--- src/rtl/layer_sequencer.sv ---
// layer_sequencer: drives one fully-connected layer of neuron MAC units
// through a complete pass. The pass runs CLEAR -> FEED -> DRAIN -> WRITE -> DONE:
// it clears the accumulators, streams the activations and weights, lets the MAC
// pipeline settle, then writes the N_OUT results serially into the next layer's
// activation RAM.
// Optional feature macro: LAYER_SEQ_RELU_EN. When it is defined, negative
// results are written as zero (ReLU). When it is undefined, results pass
// through unchanged, which is what the output layer feeding argmax needs.
// Pass timing is the same in both builds.
module layer_sequencer #(
    parameter int N_IN    = 784,
    parameter int N_OUT   = 20,
    parameter int MAC_LAT = 3
) (
    input  logic                     Clk,
    input  logic                     Reset_n,
    input  logic                     Start,
    output logic                     Busy,
    output logic                     Done,
    output logic [$clog2(N_IN)-1:0]  X_addr,
    input  logic [15:0]              X_data,
    output logic [$clog2(N_IN)-1:0]  W_addr,
    input  logic [16*N_OUT-1:0]      W_data,
    output logic                     Active,
    output logic [15:0]              X,
    output logic [16*N_OUT-1:0]      W,
    input  logic [16*N_OUT-1:0]      Z,
    output logic                     Y_we,
    output logic [$clog2(N_OUT)-1:0] Y_addr,
    output logic [15:0]              Y_data
);

    localparam int DATA_W  = 16;
    localparam int AW      = $clog2(N_IN);
    localparam int YW      = $clog2(N_OUT);
    // One phase counter serves CLEAR, FEED and DRAIN, so it is sized for the longest.
    localparam int CNT_LIM = (N_IN > MAC_LAT) ? N_IN : MAC_LAT;
    localparam int CW      = $clog2(CNT_LIM + 1);

    localparam logic [CW-1:0] LAT_LAST  = CW'(MAC_LAT);
    localparam logic [CW-1:0] FEED_LAST = CW'(N_IN);
    localparam logic [CW-1:0] CNT_ONE   = CW'(1);
    localparam logic [AW-1:0] ADDR_LAST = AW'(N_IN - 1);
    localparam logic [AW-1:0] ADDR_ONE  = AW'(1);
    localparam logic [YW-1:0] Y_LAST    = YW'(N_OUT - 1);
    localparam logic [YW-1:0] Y_ONE     = YW'(1);

    typedef enum logic [2:0] {
        S_IDLE,
        S_CLEAR,
        S_FEED,
        S_DRAIN,
        S_WRITE,
        S_DONE
    } state_t;

    state_t                    state;
    logic [CW-1:0]             cnt;
    logic                      busy_r;
    logic                      done_r;
    logic                      active_r;
    logic                      opnd_vld_p0;
    logic [AW-1:0]             addr_r;
    logic                      y_we_r;
    logic [YW-1:0]             y_addr_r;
    logic                      cap_en;
    logic signed [DATA_W-1:0]  z_cap [N_OUT];

    // ReLU when the feature is built in, otherwise a straight pass-through.
    function automatic logic signed [DATA_W-1:0] rectify(input logic signed [DATA_W-1:0] v);
`ifdef LAYER_SEQ_RELU_EN
        return v[DATA_W-1] ? '0 : v;
`else
        return v;
`endif
    endfunction

    // Pass FSM; every control output is a flop loaded with its next-cycle value.
    always_ff @(posedge Clk or negedge Reset_n) begin
        if (!Reset_n) begin
            state       <= S_IDLE;
            cnt         <= '0;
            busy_r      <= 1'b0;
            done_r      <= 1'b0;
            active_r    <= 1'b0;
            opnd_vld_p0 <= 1'b0;
            addr_r      <= '0;
            y_we_r      <= 1'b0;
            y_addr_r    <= '0;
        end else begin
            done_r <= 1'b0;
            case (state)
                S_IDLE: begin
                    if (Start) begin
                        state  <= S_CLEAR;
                        cnt    <= '0;
                        busy_r <= 1'b1;
                    end
                end
                // Active stays low for MAC_LAT+1 cycles so every pipeline stage sees the clear.
                S_CLEAR: begin
                    if (cnt == LAT_LAST) begin
                        state  <= S_FEED;
                        cnt    <= '0;
                        addr_r <= '0;
                    end else begin
                        cnt <= cnt + CNT_ONE;
                    end
                end
                // Cycle 0 only issues address 0; each later cycle forwards the word read one cycle earlier.
                S_FEED: begin
                    active_r <= 1'b1;
                    if (cnt == FEED_LAST) begin
                        state       <= S_DRAIN;
                        cnt         <= '0;
                        opnd_vld_p0 <= 1'b0;
                        addr_r      <= '0;
                    end else begin
                        cnt         <= cnt + CNT_ONE;
                        opnd_vld_p0 <= 1'b1;
                        addr_r      <= (addr_r == ADDR_LAST) ? '0 : addr_r + ADDR_ONE;
                    end
                end
                // Zero operands keep accumulating nothing while the last products reach Z.
                S_DRAIN: begin
                    if (cnt == LAT_LAST) begin
                        state    <= S_WRITE;
                        cnt      <= '0;
                        active_r <= 1'b0;
                        y_we_r   <= 1'b1;
                        y_addr_r <= '0;
                    end else begin
                        cnt <= cnt + CNT_ONE;
                    end
                end
                S_WRITE: begin
                    if (y_addr_r == Y_LAST) begin
                        state    <= S_DONE;
                        y_we_r   <= 1'b0;
                        y_addr_r <= '0;
                        done_r   <= 1'b1;
                    end else begin
                        y_addr_r <= y_addr_r + Y_ONE;
                    end
                end
                S_DONE: begin
                    state  <= S_IDLE;
                    busy_r <= 1'b0;
                end
                default: begin
                    state    <= S_IDLE;
                    cnt      <= '0;
                    busy_r   <= 1'b0;
                    active_r <= 1'b0;
                    y_we_r   <= 1'b0;
                end
            endcase
        end
    end

    assign cap_en = (state == S_DRAIN) && (cnt == LAT_LAST);

    // Snapshot all neuron results on the last DRAIN cycle, before WRITE lets the accumulators clear.
    always_ff @(posedge Clk or negedge Reset_n) begin
        if (!Reset_n) begin
            for (int j = 0; j < N_OUT; j++) begin
                z_cap[j] <= '0;
            end
        end else if (cap_en) begin
            for (int j = 0; j < N_OUT; j++) begin
                z_cap[j] <= $signed(Z[DATA_W*j +: DATA_W]);
            end
        end
    end

    assign Busy   = busy_r;
    assign Done   = done_r;
    assign Active = active_r;
    assign X_addr = addr_r;
    assign W_addr = addr_r;
    // The memory read data is forwarded only in FEED cycles 1..N_IN; zero everywhere else.
    assign X      = opnd_vld_p0 ? X_data : '0;
    assign W      = opnd_vld_p0 ? W_data : '0;
    assign Y_we   = y_we_r;
    assign Y_addr = y_addr_r;
    assign Y_data = y_we_r ? rectify(z_cap[y_addr_r]) : '0;

endmodule
--- config.mk ---
export PLATFORM = sky130hd
export DESIGN_NAME = layer_sequencer
export DESIGN_NICKNAME = d
export VERILOG_FILES = /design/src/rtl/layer_sequencer.sv
export SDC_FILE = /design/constraint.sdc
export NUM_CORES = 1
export LEC_CHECK = 0
export ABC_AREA = 1
export ABC_CLOCK_PERIOD_IN_PS = 1450
export BUFFER_PORTS_ARGS = -buffer_cell sky130_fd_sc_hd__buf_2
export CAP_MARGIN = 5
export CORE_AREA = 4 4 404 406
export DETAILED_ROUTE_END_ITERATION = 7
export DIE_AREA = 0 0 408 410
export SETUP_SLACK_MARGIN = 0.15
export SYNTH_ARGS = -nofsm -noshare
export SYNTH_HDL_FRONTEND = slang
export SYNTH_SLANG_ARGS = --single-unit
--- constraint.sdc ---
create_clock -name Clk -period 1.45 [get_ports Clk]
set_input_delay 0.0725 -clock Clk [delete_from_list [all_inputs] [get_ports Clk]]
set_output_delay 0.0725 -clock Clk [all_outputs]
set_load 0.05 [all_outputs]
# Word-level counts from Yosys, hierarchy flattened
# Index checks and enable logic that the tools add are counted.
# W data, S select, Z words.
[word_totals]
ff_bits = 353
latch_bits = 0
ram_bits = 0
romBits = 0
inputBits = 659
wordCells = 101
n_memories = 0
[op_classes]
addsub = 3
multipliers = 0
n_div = 0
n_lt_le_gt_ge = 1
eq_ne = 14
n_shift = 0
mux = 33
bitwise_logic = 5
n_reduce_logical = 16
[ops]
columns = ["op", "count"]
rows = [
  ["$mux W320", 1],
  ["$bmux W16 S5", 1],
  ["$mux W16", 4],
  ["$mux W10", 6],
  ["$pmux W10 S4", 1],
  ["$add A10 B1 Y10 const B", 2],
  ["$eq A10 B10 Y1 const B", 2],
  ["$pmux W10 S2", 1],
  ["$mux W3", 5],
  ["$pmux W3 S5", 1],
  ["$reduce_or A4 Y1", 3],
  ["$eq A10 B2 Y1 const B", 1],
  ["$mux W5", 2],
  ["$ne A2 B2 Y1 const B", 5],
  ["$pmux W5 S2", 1],
  ["$reduce_and A2 Y1", 5],
  ["$mux W1", 7],
  ["$eq A3 B2 Y1 const B", 2],
  ["$eq A3 B3 Y1 const B", 2],
  ["$ge A6 B6 Y1 const B", 1],
  ["$not A5 Y6", 1],
  ["$pmux W1 S3", 2],
  ["$add A5 B1 Y5 const B", 1],
  ["$eq A5 B5 Y1 const B", 1],
  ["other kinds (9)", 14],
]

# Depth between registers and ports, before layout
# Gate-level depths: netlist of run 1.
[depth]
depth_word = 5
depth_mapped = 11

# Worst setup path after synthesis of run 1
# Ideal clock, no wire load.
[synth_path]
path_type = "register to output"
from = "register y_addr_r[0], in the netlist Y_addr[0]"
to = "output Y_data[10]"
arrival_time_ns = 2.422
t_required_ns = 1.378
setup_slack_ns = -1.044
stages_incl_launch_ff = 9
path_buffers = 4
path_cell_list = "dfrtp_1 -> buf_2 -> buf_2 -> buf_2 -> buf_2 -> nor2_1 -> o22ai_1 -> nand2_1 -> a21oi_1"
[synth_via]
elab_chain_len = 5
[synth_lines]
columns = ["element", "line", "rtl"]
rows = [
  ["start, declared", "65", "logic [YW-1:0] y_addr_r;"],
  ["start signal, assigned", "143", "y_addr_r <= y_addr_r + Y_ONE;"],
  ["$not A5 Y6 (not written as such)", "186", "assign Y_data = y_we_r ? rectify(z_cap[y_addr_r]) : '0;"],
  ["$bmux W16 S5", "186", ""],
  ["$mux W16 (not written as such) (2 in series)", "186", ""],
  ["$mux W16", "186", ""],
  ["end, declared", "30", "output logic [15:0] Y_data"],
]
# No other way between the ends. The select of a mux whose other input is x is not followed.

# Worst setup path in the final report of run 1
[layout_path]
from = "register y_addr_r[0], in the netlist Y_addr[0]"
to = "output Y_data[1]"
# The elaborated chain is that of the path after synthesis.

==> results of run 1 <==
==> power by group <==
part | leakage, nW | internal [mW] | switching [mW]
Combinational | 19.6 | 4.18 | 5.44
Clock | 0.655 | 5.85 | 4.69
Sequential | 3.89 | 10.2 | 0.0926
Total | 24.1 | 20.2 | 10.2
==> logic make-up after synthesis <==
| kind of cell | Yosys count |
|---|---|
| compound gates | 432 |
| xor+xnor | 8 |
| fa+ha+maj | 4 |
| buf+inv | 870 |
| flops | 353 |
| simple gates | 1399 |
==> per-layer routing <==
metal  up-vias  global-route usage  share of wire
met5         -                   0         0.0010
met2      1554              0.2992           0.39
met1     13540              0.2941           0.43
met4        30             0.08169          0.048
met3       344             0.08367           0.12
li1      12610                   -              -
==> state kept, by name (all words and copies together) (netlist names) <==
register and flops:
Active 1, z_cap 320, state 3, cnt 10, Y_we 1, W_addr 10, Y_addr 5, Busy 1
opnd_vld_p0 1, Done 1
==> area by class of cell <==
type / instances / area [µm²] / share of cell area
Antenna cell: 49 / 122.6 / 0.002578
Multi-Input combinational cell: 1843 / 11630 / 0.2446
Sequential cell: 353 / 8861 / 0.1863
Clock buffer: 56 / 1194 / 0.02510
Clock inverter: 19 / 148.9 / 0.003131
Inverter: 691 / 2934 / 0.06169
Timing Repair Buffer: 1863 / 20060 / 0.4218
Tap cell: 2086 / 2610 / 0.05488
==> worst register-to-register path: stages (launching register included) <==
cell and delay (ns):
sky130_fd_sc_hd__dfrtp_1 0.40, sky130_fd_sc_hd__nor2_2 0.16, sky130_fd_sc_hd__nand2_2 0.08, sky130_fd_sc_hd__nor3_4 0.25
sky130_fd_sc_hd__nand3_4 0.23, sky130_fd_sc_hd__clkbuf_16 0.34, sky130_fd_sc_hd__buf_6 0.23, sky130_fd_sc_hd__nand2_4 0.09
sky130_fd_sc_hd__buf_4 0.13, sky130_fd_sc_hd__o21ai_4 0.08
==> cells in the final DEF, fill, tap and decap left out, types with 51 or more instances in the layout <==
| cell type | instances |
|---|---|
| sky130_fd_sc_hd__buf_16 | 65 |
| sky130_fd_sc_hd__inv_1 | 376 |
| sky130_fd_sc_hd__buf_2 | 688 |
| sky130_fd_sc_hd__buf_6 | 54 |
| sky130_fd_sc_hd__buf_4 | 272 |
| sky130_fd_sc_hd__nor2_1 | 278 |
| sky130_fd_sc_hd__nand2_1 | 502 |
| sky130_fd_sc_hd__dfrtp_1 | 337 |
| sky130_fd_sc_hd__nand2_4 | 267 |
| sky130_fd_sc_hd__o21ai_1 | 90 |
| sky130_fd_sc_hd__buf_12 | 358 |
| sky130_fd_sc_hd__dlygate4sd3_1 | 323 |
| sky130_fd_sc_hd__nand3_1 | 100 |
| sky130_fd_sc_hd__inv_4 | 90 |
| sky130_fd_sc_hd__inv_2 | 196 |
| sky130_fd_sc_hd__clkbuf_16 | 51 |
| sky130_fd_sc_hd__buf_8 | 86 |
| sky130_fd_sc_hd__a21oi_1 | 146 |
| sky130_fd_sc_hd__a21oi_2 | 95 |
| sky130_fd_sc_hd__nand2_2 | 124 |
==> what timing repair did <==
action,in CTS,in global routing
setup buffers,46,17
pin swaps,44,63
setup endpoints to repair,733,733
endpoints found under the hold margin,674,0
cloned,61,9
gates resized for setup,1202,470
hold buffers,323,0
==> final timing paths <==
check,startpoint,endpoint,slack (ns),depth (start not counted)
min in group Clk,Z[309],z_cap[5]$_DFFE_PN0P_,0.27,4
setup reg to reg,cnt[8]$_DFFE_PN0P_,Y_addr[0]$_DFFE_PN0P_,-0.69,9
hold reg to reg,z_cap[25]$_DFFE_PN0P_,z_cap[25]$_DFFE_PN0P_,0.48,2
hold / removal,Reset_n,z_cap[288]$_DFFE_PN0P_,0.04,2
setup / recovery,Y_addr[0]$_DFFE_PN0P_,Y_data[1],-1.21,13
max in group asynchronous,Reset_n,z_cap[51]$_DFFE_PN0P_,0.49,3
==> metrics list, run 1 <==
- The worst setup path is launched from a register.
- Most frequently used cell type in the post-synthesis netlist: sky130_fd_sc_hd__nand2_1
* Clock root buffer master: sky130_fd_sc_hd__clkbuf_16
* Slowest stage cell on the critical path: sky130_fd_sc_hd__dfrtp_4
- Commonest cells post-synth: 913 x sky130_fd_sc_hd__nand2_1, 686 x sky130_fd_sc_hd__inv_1, 353 x sky130_fd_sc_hd__dfrtp_1
- Synthesized instance count: 3066
* Grt ovf: 0
- Clock latency on the worst-skew pair, taken at its later pin, is 0.58 ns.
- Vertical die dimension: 410 µm
* Cell Chain, Critical Path: inv_12, buf_12, buf_12, buf_16, nand2_2, nand3_2, nand2_1, nand2_1, nand2_1, o21ai_1, buf_4, a21oi_4, buf_12
- Netlist area before placement: 0.02046 mm²
* Total DRC errors in the routed layout: 0
- The initial antenna violation count was 83.
- Synth top area share: 0.4318
- The first detailed-routing pass took 5 iterations.
- Mean routed wirelength per cell: 27.19 µm
* Area fraction in and, or, nand and nor cells after synthesis: 0.2689
* Maximum fanout count along the critical path: 7
- CTS saw 353 sinks.
- In this run the mean area of a mapped cell was 6.672 µm².
- The Yosys step of the flow raised 0 warnings.
- After layout, the minimum clock period comes to 2.658 ns.
- The congestion estimate from routability-driven global placement came to 1.008.
- Synthesis produced a netlist with a net count of 3729.
* Xor and xnor fraction of the mapped netlist area: 0.003425
* RSZ-0062 raised after global routing: true
- Via-per-instance ratio: 4.033
* Type of the setup path with the least slack: reg -> out
- Areal power density over the cells: 639.9 mW/mm²
- In the final layout, the share of cells above drive strength 1 is 0.5337.
- For this run, the register share of the synthesized area comes to 0.4318.
- STA puts the critical path data arrival time at 2.59 ns.
* Overall Power: 30.43 mW
- Final-layout setup total negative slack: -402.83 ns
- The final reports fail on negative setup slack.
- Fraction of the mapped netlist area in compound gates: 0.1165
- Number of synthesized flops with an enable pin: 0
- The run finished, with violations left.
* Slew Limit Fails: 0
* Max-Cap Viols: 0
* Hold Crit Class: in -> async
- Highest clock frequency the design can meet: 376.2 MHz
- Once detailed placement completed, the half-perimeter wirelength came to 151800 µm.
- Entering global routing, the biggest net connects 64 pins.
- Arithmetic-cell share of the synthesized area counting full adders, half adders and majority gates: 0.002447
- Dominant cell type by area after synthesis: sky130_fd_sc_hd__dfrtp_1
- Number of placed instances with taps included: 6381
* Final Hold Viols: 0
- In the finished design, the share of the clock period the worst path needs comes to 1.833.
* Total vias in the final route: 28070
- Filler Cell Count: 16350
* Routed Antenna Nets: 0
- For this run, the leading register cell type out of synthesis is sky130_fd_sc_hd__dfrtp_1.
- The portion of synthesized area spent on multiplexers is 0.
- Cell family with the largest share of critical-path delay: buffers and inverters
- Port buffer count: 1039
* Die Area: 0.1673 mm²
- The core region is 0.1598 mm².
- The analysis attributes to cell leakage a power of 24.11 nW.
- At the pin with the least slew margin, the transition time is 0.4739 ns.
- Clock transition at the registers of the reported paths: 0.07 ns
- Cell area after placement: 0.03534 mm²
- Detailed Route Iter0 Violations: 2353
- Clock skew after layout: 0.02891 ns
- Pre-CTS setup slack: -0.8538 ns
* Area delta synth->final: 132.5%
* Max-slew headroom: 0.6841
* Top area cells in the synthesized netlist: sky130_fd_sc_hd__dfrtp_1 43%, sky130_fd_sc_hd__nand2_1 17%, sky130_fd_sc_hd__inv_1 13%
* Final count of negative-setup-slack endpoints: 715
* Number of buffer and inverter stages on the critical path: 6
- For this run, the total global-route usage over all layers was measured as 0.2142.
- For this configuration, the core starts out at a cell density of 0.1280.
* FF+latch count, synth: 353
- Clock tree from TritonCTS: built
- Die width: 408 µm
- Number of global-route vias before repair: 28420
* Type of destination of the critical path: primary output
- At the worst endpoint, the required time is 1.38 ns.
- Cell row count: 147
* CTS Buf Count: 41
* Max Root-Sink Buffers: 3
- Peak supply drop: 0.7783 mV
* Share of flip-flops with an asynchronous set or reset after synthesis: 1.000
- Final Routed Wirelength: 189200 µm
- Once layout is complete, the cells apart from fillers number 6960.
* Slack of the critical path: -1.208 ns
- Utilization after layout: 0.2976
- Synth cell types: 37
- Combinational family with the most area after synthesis: simple AND/OR/NAND/NOR gates
- Largest incremental delay on the critical path: 0.58 ns
- On the final layout, the worst hold slack is 0.03607 ns.
- After routing the design area is 0.04756 mm².
- Final nets: 5456
- CTS built an H-tree with a depth of 2.
- Wire length of the first global-routing pass: 246800 µm
- Number of top-level design ports: 1040
Power figures use the tool's default switching activity.
==> run 2, diff against run 1 <==
--- a/config.mk
+++ b/config.mk
@@ -12,6 +12,7 @@
 export CORE_AREA = 4 4 404 406
 export DETAILED_ROUTE_END_ITERATION = 7
 export DIE_AREA = 0 0 408 410
+export RECOVER_POWER = 100
 export SETUP_SLACK_MARGIN = 0.15
 export SYNTH_ARGS = -nofsm -noshare
 export SYNTH_HDL_FRONTEND = slang
==> metrics list, run 2 (same netlist as run 1, synthesis figures left out) <==
* Peak supply drop: 0.7779 mV
- Largest register by flop count: z_cap
* First-pass iteration count of the detailed router: 5
- Clock skew after layout: 0.02988 ns
- Antenna violations before repair: 83
* Final nets: 5456
- The library cell used most frequently in the layout, excluding fill and tap cells, is sky130_fd_sc_hd__buf_2.
* CP startpoint kind: register
- Filler Cell Count: 16370
* Detailed Route Iter0 Violations: 2291
* Overall Power: 30.42 mW
- Hold Crit Class: in -> reg
- Setup violations remaining at the end of the flow were counted as 766.
- Origin of the worst min-delay path: Z[309]
- Dividing the detail-routed via count by the number of cells gives 4.021.
- The register with the most flip-flops in the layout has 320 of them.
* Total vias in the final route: 27940
- Number of global-route vias before repair: 28420
* Final Hold Viols: 0
- Worst r2r src: cnt[8]$_DFFE_PN0P_
* Final-layout setup total negative slack: -408.17 ns
- Mean routed wirelength per cell: 27.23 µm
* Wire length of the first global-routing pass: 246800 µm
- The floorplan has 147 rows.
* Area delta synth->final: 132.2%
* Grt ovf: 0
* Max-Cap Viols: 1
- Of the available clock period, the critical path in the final layout requires 1.835.
- Clock tree from TritonCTS: built
- Max Root-Sink Buffers: 3
- In this run the number of H-tree levels came out at 2.
* Pre-CTS setup slack: -0.8538 ns
- Highest-count cells in the layout ignoring fill and taps: 682 x sky130_fd_sc_hd__buf_2, 502 x sky130_fd_sc_hd__nand2_1, 377 x sky130_fd_sc_hd__inv_1, 355 x sky130_fd_sc_hd__buf_12, 337 x sky130_fd_sc_hd__dfrtp_1
* Routed Antenna Nets: 0
- The clock reaches the later pin of the worst-skew pair after 0.58 ns.
- For this configuration, the core starts out at a cell density of 0.1280.
- Post-layout minimum cycle time: 2.661 ns
* Final Routed Wirelength: 189200 µm
- CTS placed an instance of sky130_fd_sc_hd__clkbuf_16 at the clock tree root.
- Slew Limit Fails: 34
- Port buffer count: 1039
* Utilization after layout: 0.2972
- Total global-route track usage: 0.2142
- The floorplan step set the die height to 410 µm.
- Leakage dissipation: 24.10 nW
- Power spread over the standard cell area amounts to 640.3 mW/mm².
- The checks that failed: max-capacitance violations, max-slew violations, negative setup slack.
- At the worst endpoint, the required time is 1.38 ns.
- Total DRC errors in the routed layout: 0
- The worst setup path is captured at a primary output.
- Number of top-level design ports: 1040
- In this run the worst setup path begins at Y_addr[0]$_DFFE_PN0P_.
- Measured against its own limit, the worst slew margin works out to -0.01175.
* CTS Buf Count: 41
* Type of the setup path with the least slack: reg -> out
* Fraction of final layout cells with drive strength greater than 1: 0.5335
* Critical path data arrival time: 2.59 ns
* Worst Tran Pin Value: 1.518 ns
- Along the worst path, the maximum fanout reaches 7.
* Clock transition at the registers of the reported paths: 0.06 ns
- Core area: 0.1598 mm²
- Once routing completed, OpenROAD measured the worst setup slack at -1.211 ns.
- At the end of routability-driven placement, the weighted congestion stood at 1.008.
- RSZ-0062 raised after global routing: true
* Highest clock frequency the design can meet: 375.9 MHz
- Die Area: 0.1673 mm²
- Entering global routing, the biggest net connects 64 pins.
- The run finished, with violations left.
- Clock Sinks: 353
* Die width: 408 µm
* Half-perimeter wire length after detailed placement: 151800 µm
## run 2: cell types whose count changed in the layout (fill, tap and decap cells not counted), sizes merged
cell / before / now
clkbuf: 65 / 75
buf: 1523 / 1513
diode: 49 / 38
## run 2: layout make-up
type                    instances  area [µm²]  area share
clock inverters                19       148.9    0.003134
diodes                         38       95.09    0.002002
repair buffers               1863       20030      0.4217
well taps                    2086        2610     0.05494
flip-flops and latches        353        8861      0.1865
multi-input cells            1843       11630      0.2448
clock buffers                  56        1194     0.02513
inverters                     691        2934     0.06176
## run 2: path summary, 6_finish.rpt
| kind | slack (ns) | end | depth (start not counted) |
|---|---|---|---|
| hold reg to reg | 0.49 | z_cap[25]$_DFFE_PN0P_ | 2 |
| hold / removal | 0.27 | z_cap[5]$_DFFE_PN0P_ | 4 |
| setup / recovery | -1.21 | Y_data[2] | 13 |
| setup reg to reg | -0.68 | Y_addr[0]$_DFFE_PN0P_ | 9 |
| max in group asynchronous | -0.25 | z_cap[51]$_DFFE_PN0P_ | 3 |
| min in group asynchronous | 0.42 | z_cap[288]$_DFFE_PN0P_ | 2 |
## run 2: metal layers
layer | global-route usage | vias up | part of all wire
met5 | 0 | - | 0.0011
met1 | 0.2941 | 13450 | 0.44
met2 | 0.2992 | 1518 | 0.40
met4 | 0.08169 | 32 | 0.048
li1 | - | 12590 | -
met3 | 0.08367 | 350 | 0.12
## run 2: repair_timing
action | 4_1_cts | 5_1_grt
gates cloned | 61 | 9
pin swaps | 44 | 63
endpoints found under the hold margin | 674 | 0
resized for setup | 1202 | 470
setup endpoints to repair | 733 | 733
hold buffers | 323 | 0
buffers inserted | 46 | 17
## run 2: report_power, final
group	internal, mW	total [mW]	switching [mW]
Combinational	4.17	9.61	5.43
Sequential	10.2	10.3	0.0924
Clock	5.85	10.5	4.68
## run 2: through the flow
stage	instance area (µm²)	std cells	hold slack (ns)
CTS	45570	6886	0.01607
detailed placement	35340	6381	0.03142
global placement	35340	6381	0.03198
finish	47510	6949	0.2742
floorplan	21590	3066	-0.2231
global route	47430	6918	0.2666
## run 2: critical path, stage by stage (launching register included)
cell                      delay, ns
sky130_fd_sc_hd__dfrtp_4       0.58
sky130_fd_sc_hd__inv_12        0.09
sky130_fd_sc_hd__buf_12        0.16
sky130_fd_sc_hd__buf_12        0.13
sky130_fd_sc_hd__buf_16        0.14
sky130_fd_sc_hd__nand2_4       0.06
sky130_fd_sc_hd__nand3_2       0.06
sky130_fd_sc_hd__nand2_2       0.08
sky130_fd_sc_hd__nand2_2       0.06
sky130_fd_sc_hd__nand2_4       0.09
sky130_fd_sc_hd__o21ai_2       0.05
sky130_fd_sc_hd__buf_4         0.14
sky130_fd_sc_hd__a21oi_4       0.19
sky130_fd_sc_hd__buf_6         0.18
==> run 3, diff against run 2 <==
--- a/config.mk
+++ b/config.mk
@@ -12,7 +12,7 @@
 export CORE_AREA = 4 4 404 406
 export DETAILED_ROUTE_END_ITERATION = 7
 export DIE_AREA = 0 0 408 410
-export RECOVER_POWER = 100
+export RECOVER_POWER = 25
 export SETUP_SLACK_MARGIN = 0.15
 export SYNTH_ARGS = -nofsm -noshare
 export SYNTH_HDL_FRONTEND = slang
==> metrics list, run 3 (same netlist as run 1, synthesis figures left out) <==
- Critical path data arrival time: 2.59 ns
- The final reports fail on max-capacitance violations, max-slew violations, negative setup slack.
* Max-slew headroom: -0.02142
- The first global-routing pass estimated 246800 µm of wire.
* Number of global-route vias before repair: 28420
* H-tree lvl count: 2
* Slew Limit Fails: 34
- Share of power burned in the clock network: 0.346
- TritonCTS built the clock tree.
* Post-layout minimum cycle time: 2.665 ns
- Maximum fanout count along the critical path: 7
- After detailed routing, the number of remaining DRC violations is 0.
- In the routed layout, each cell is associated on average with a via count of 4.025.
- Setup slack of the worst register-to-register path: -0.69 ns
- Port buffering added 1039 buffers.
- For this run, the detailed router's first-pass iteration total came to 5.
- The final route contains 27970 vias.
- The run finished, with violations left.
- Filler Cell Count: 16360
* Largest register by flop count: z_cap
* Die width: 408 µm
* Max Root-Sink Buffers: 3
- At the pin with the least slew margin, the transition time is 1.532 ns.
- The internal power of the cells totals 20.21 mW.
- Clock Sinks: 353
- Type of the setup path with the least slack: reg -> out
- Largest net degree at the start of global routing: 64
- The worst setup path is captured at a primary output.
* Commonest non-fill, non-tap cell in the layout: sky130_fd_sc_hd__buf_2
* CP startpoint kind: register
* RSZ-0062 raised after global routing: true
- Final Hold Viols: 0
- In this run, the number of DRC markers left after iteration 0 of detailed routing was 2293.
* Highest-count cells in the layout ignoring fill and taps: 688 x sky130_fd_sc_hd__buf_2, 502 x sky130_fd_sc_hd__nand2_1, 376 x sky130_fd_sc_hd__inv_1, 356 x sky130_fd_sc_hd__buf_12, 337 x sky130_fd_sc_hd__dfrtp_1
* Slack of the critical path: -1.215 ns
* Insertion delay to the later sink of the worst-skew pair: 0.58 ns
* Overall Power: 30.42 mW
* Final worst-path cycle share: 1.838
* Utilization after layout: 0.2973
* Final-layout setup total negative slack: -409.66 ns
- Cell row count: 147
* Sw Ratio: 0.3356
- Cell area after layout: 0.04751 mm²
* Area delta synth->final: 132.3%
- The tree is rooted in a sky130_fd_sc_hd__clkbuf_16.
- Required time of the critical path: 1.38 ns
- Number of flip-flops in the largest register: 320
- Leakage dissipation: 24.11 nW
- The worst hold path belongs to the class in -> reg.
- Final Routed Wirelength: 189300 µm
- Initial Utilization: 0.1280
- Measured along the y axis, the die boundary spans 410 µm.
- After the last flow step, the layout net total stands at 5456.
- Clock skew after layout: 0.02992 ns
- In the final layout, the share of cells above drive strength 1 is 0.5337.
- Peak supply drop: 0.7779 mV
* Sequential power share: 0.338
- The tool flagged a number of max-cap violations equal to 1.
- Summed over all layers, the global routing overflow is 0.
- The HPWL after detailed placement is 151800 µm.
* Total global-route track usage: 0.2142
* Mean routed wirelength per cell: 27.24 µm
- In this run the standard cell core region covers 0.1598 mm².
- In this run the cell area measured after placement is 0.03534 mm².
* Die Area: 0.1673 mm²
- Based on the critical path, the design can be clocked at up to 375.3 MHz.
- Antenna violations before repair: 83
* Clock transition at the registers of the reported paths: 0.06 ns
- Number of top-level design ports: 1040
- Routed Antenna Nets: 0
- At the end of routability-driven placement, the weighted congestion stood at 1.008.
* CTS Buf Count: 41
- Areal power density over the cells: 640.3 mW/mm²
- Setup violations remaining at the end of the flow were counted as 769.
- The share of total power dissipated in combinational logic is 0.316.
- Net load switching power: 10.21 mW
run 3: changes by cell type in the layout (fill, tap and decap cells not counted), sizes merged:
| cell | delta |
|---|---|
| buf | +6 |
| clkbuf | -6 |
run 3: power groups by stage:
stage / sequential (mW) / clock (mW) / combinational, mW
2_1_floorplan: 10.4 / 0 / 2.82
3_3_place_gp: 10.4 / 0 / 7.71
3_5_place_dp: 10.5 / 0 / 7.71
4_1_cts: 10.3 / 10.7 / 9.23
5_1_grt: 10.3 / 11.1 / 9.95
6_report: 10.3 / 10.5 / 9.61
run 3: path summary, 6_finish.rpt:
check,from,to,cells past startpoint
max reg2reg,cnt[8]$_DFFE_PN0P_,Y_addr[0]$_DFFE_PN0P_,9
max in group asynchronous,Reset_n,z_cap[51]$_DFFE_PN0P_,3
min reg2reg,z_cap[25]$_DFFE_PN0P_,z_cap[25]$_DFFE_PN0P_,2
min,Z[309],z_cap[5]$_DFFE_PN0P_,4
min in group asynchronous,Reset_n,z_cap[288]$_DFFE_PN0P_,2
max,Y_addr[0]$_DFFE_PN0P_,Y_data[2],13
run 3: stage by stage:
| step | setup slack (ns) | instances | hold slack (ns) |
|---|---|---|---|
| floorplan | -0.3385 | 3066 | -0.2231 |
| global placement | -0.8402 | 6381 | 0.03198 |
| detailed placement | -0.8538 | 6381 | 0.03142 |
| CTS | -1.241 | 6886 | 0.01607 |
| global route | -1.290 | 6918 | 0.2666 |
| finish | -1.215 | 6949 | 0.2746 |
run 3: layout make-up:
cell class	instances	area (µm²)	share of cell area
well taps	2086	2610	0.05494
flip-flops and latches	353	8861	0.1865
diodes	38	95.09	0.002001
repair buffers	1863	20040	0.4217
inverters	691	2934	0.06176
multi-input cells	1843	11630	0.2448
clock buffers	56	1194	0.02512
clock inverters	19	148.9	0.003134
run 3: metal layers:
metal	vias up	global-route usage	part of all wire
met3	358	0.08367	0.12
met4	32	0.08169	0.049
met1	13470	0.2941	0.44
met5	-	0	0.0011
met2	1522	0.2992	0.40
li1	12590	-	-
run 3: timing repair:
item	4_1_cts	5_1_grt
hold buffers	323	0
resized for setup	1202	470
hold endpoints to repair	674	0
buffers inserted	46	17
endpoints found under the setup margin	733	733
cloned	61	9
pin swaps	44	63
run 3: critical path, stage by stage, from the launching register on:
cell and delay [ns]:
sky130_fd_sc_hd__dfrtp_4 0.58, sky130_fd_sc_hd__inv_12 0.09, sky130_fd_sc_hd__buf_12 0.16, sky130_fd_sc_hd__buf_12 0.13, sky130_fd_sc_hd__buf_16 0.14, sky130_fd_sc_hd__nand2_4 0.06
sky130_fd_sc_hd__nand3_2 0.06, sky130_fd_sc_hd__nand2_2 0.08, sky130_fd_sc_hd__nand2_2 0.06, sky130_fd_sc_hd__nand2_4 0.09, sky130_fd_sc_hd__o21ai_2 0.05, sky130_fd_sc_hd__buf_4 0.14
sky130_fd_sc_hd__a21oi_4 0.19, sky130_fd_sc_hd__buf_6 0.18
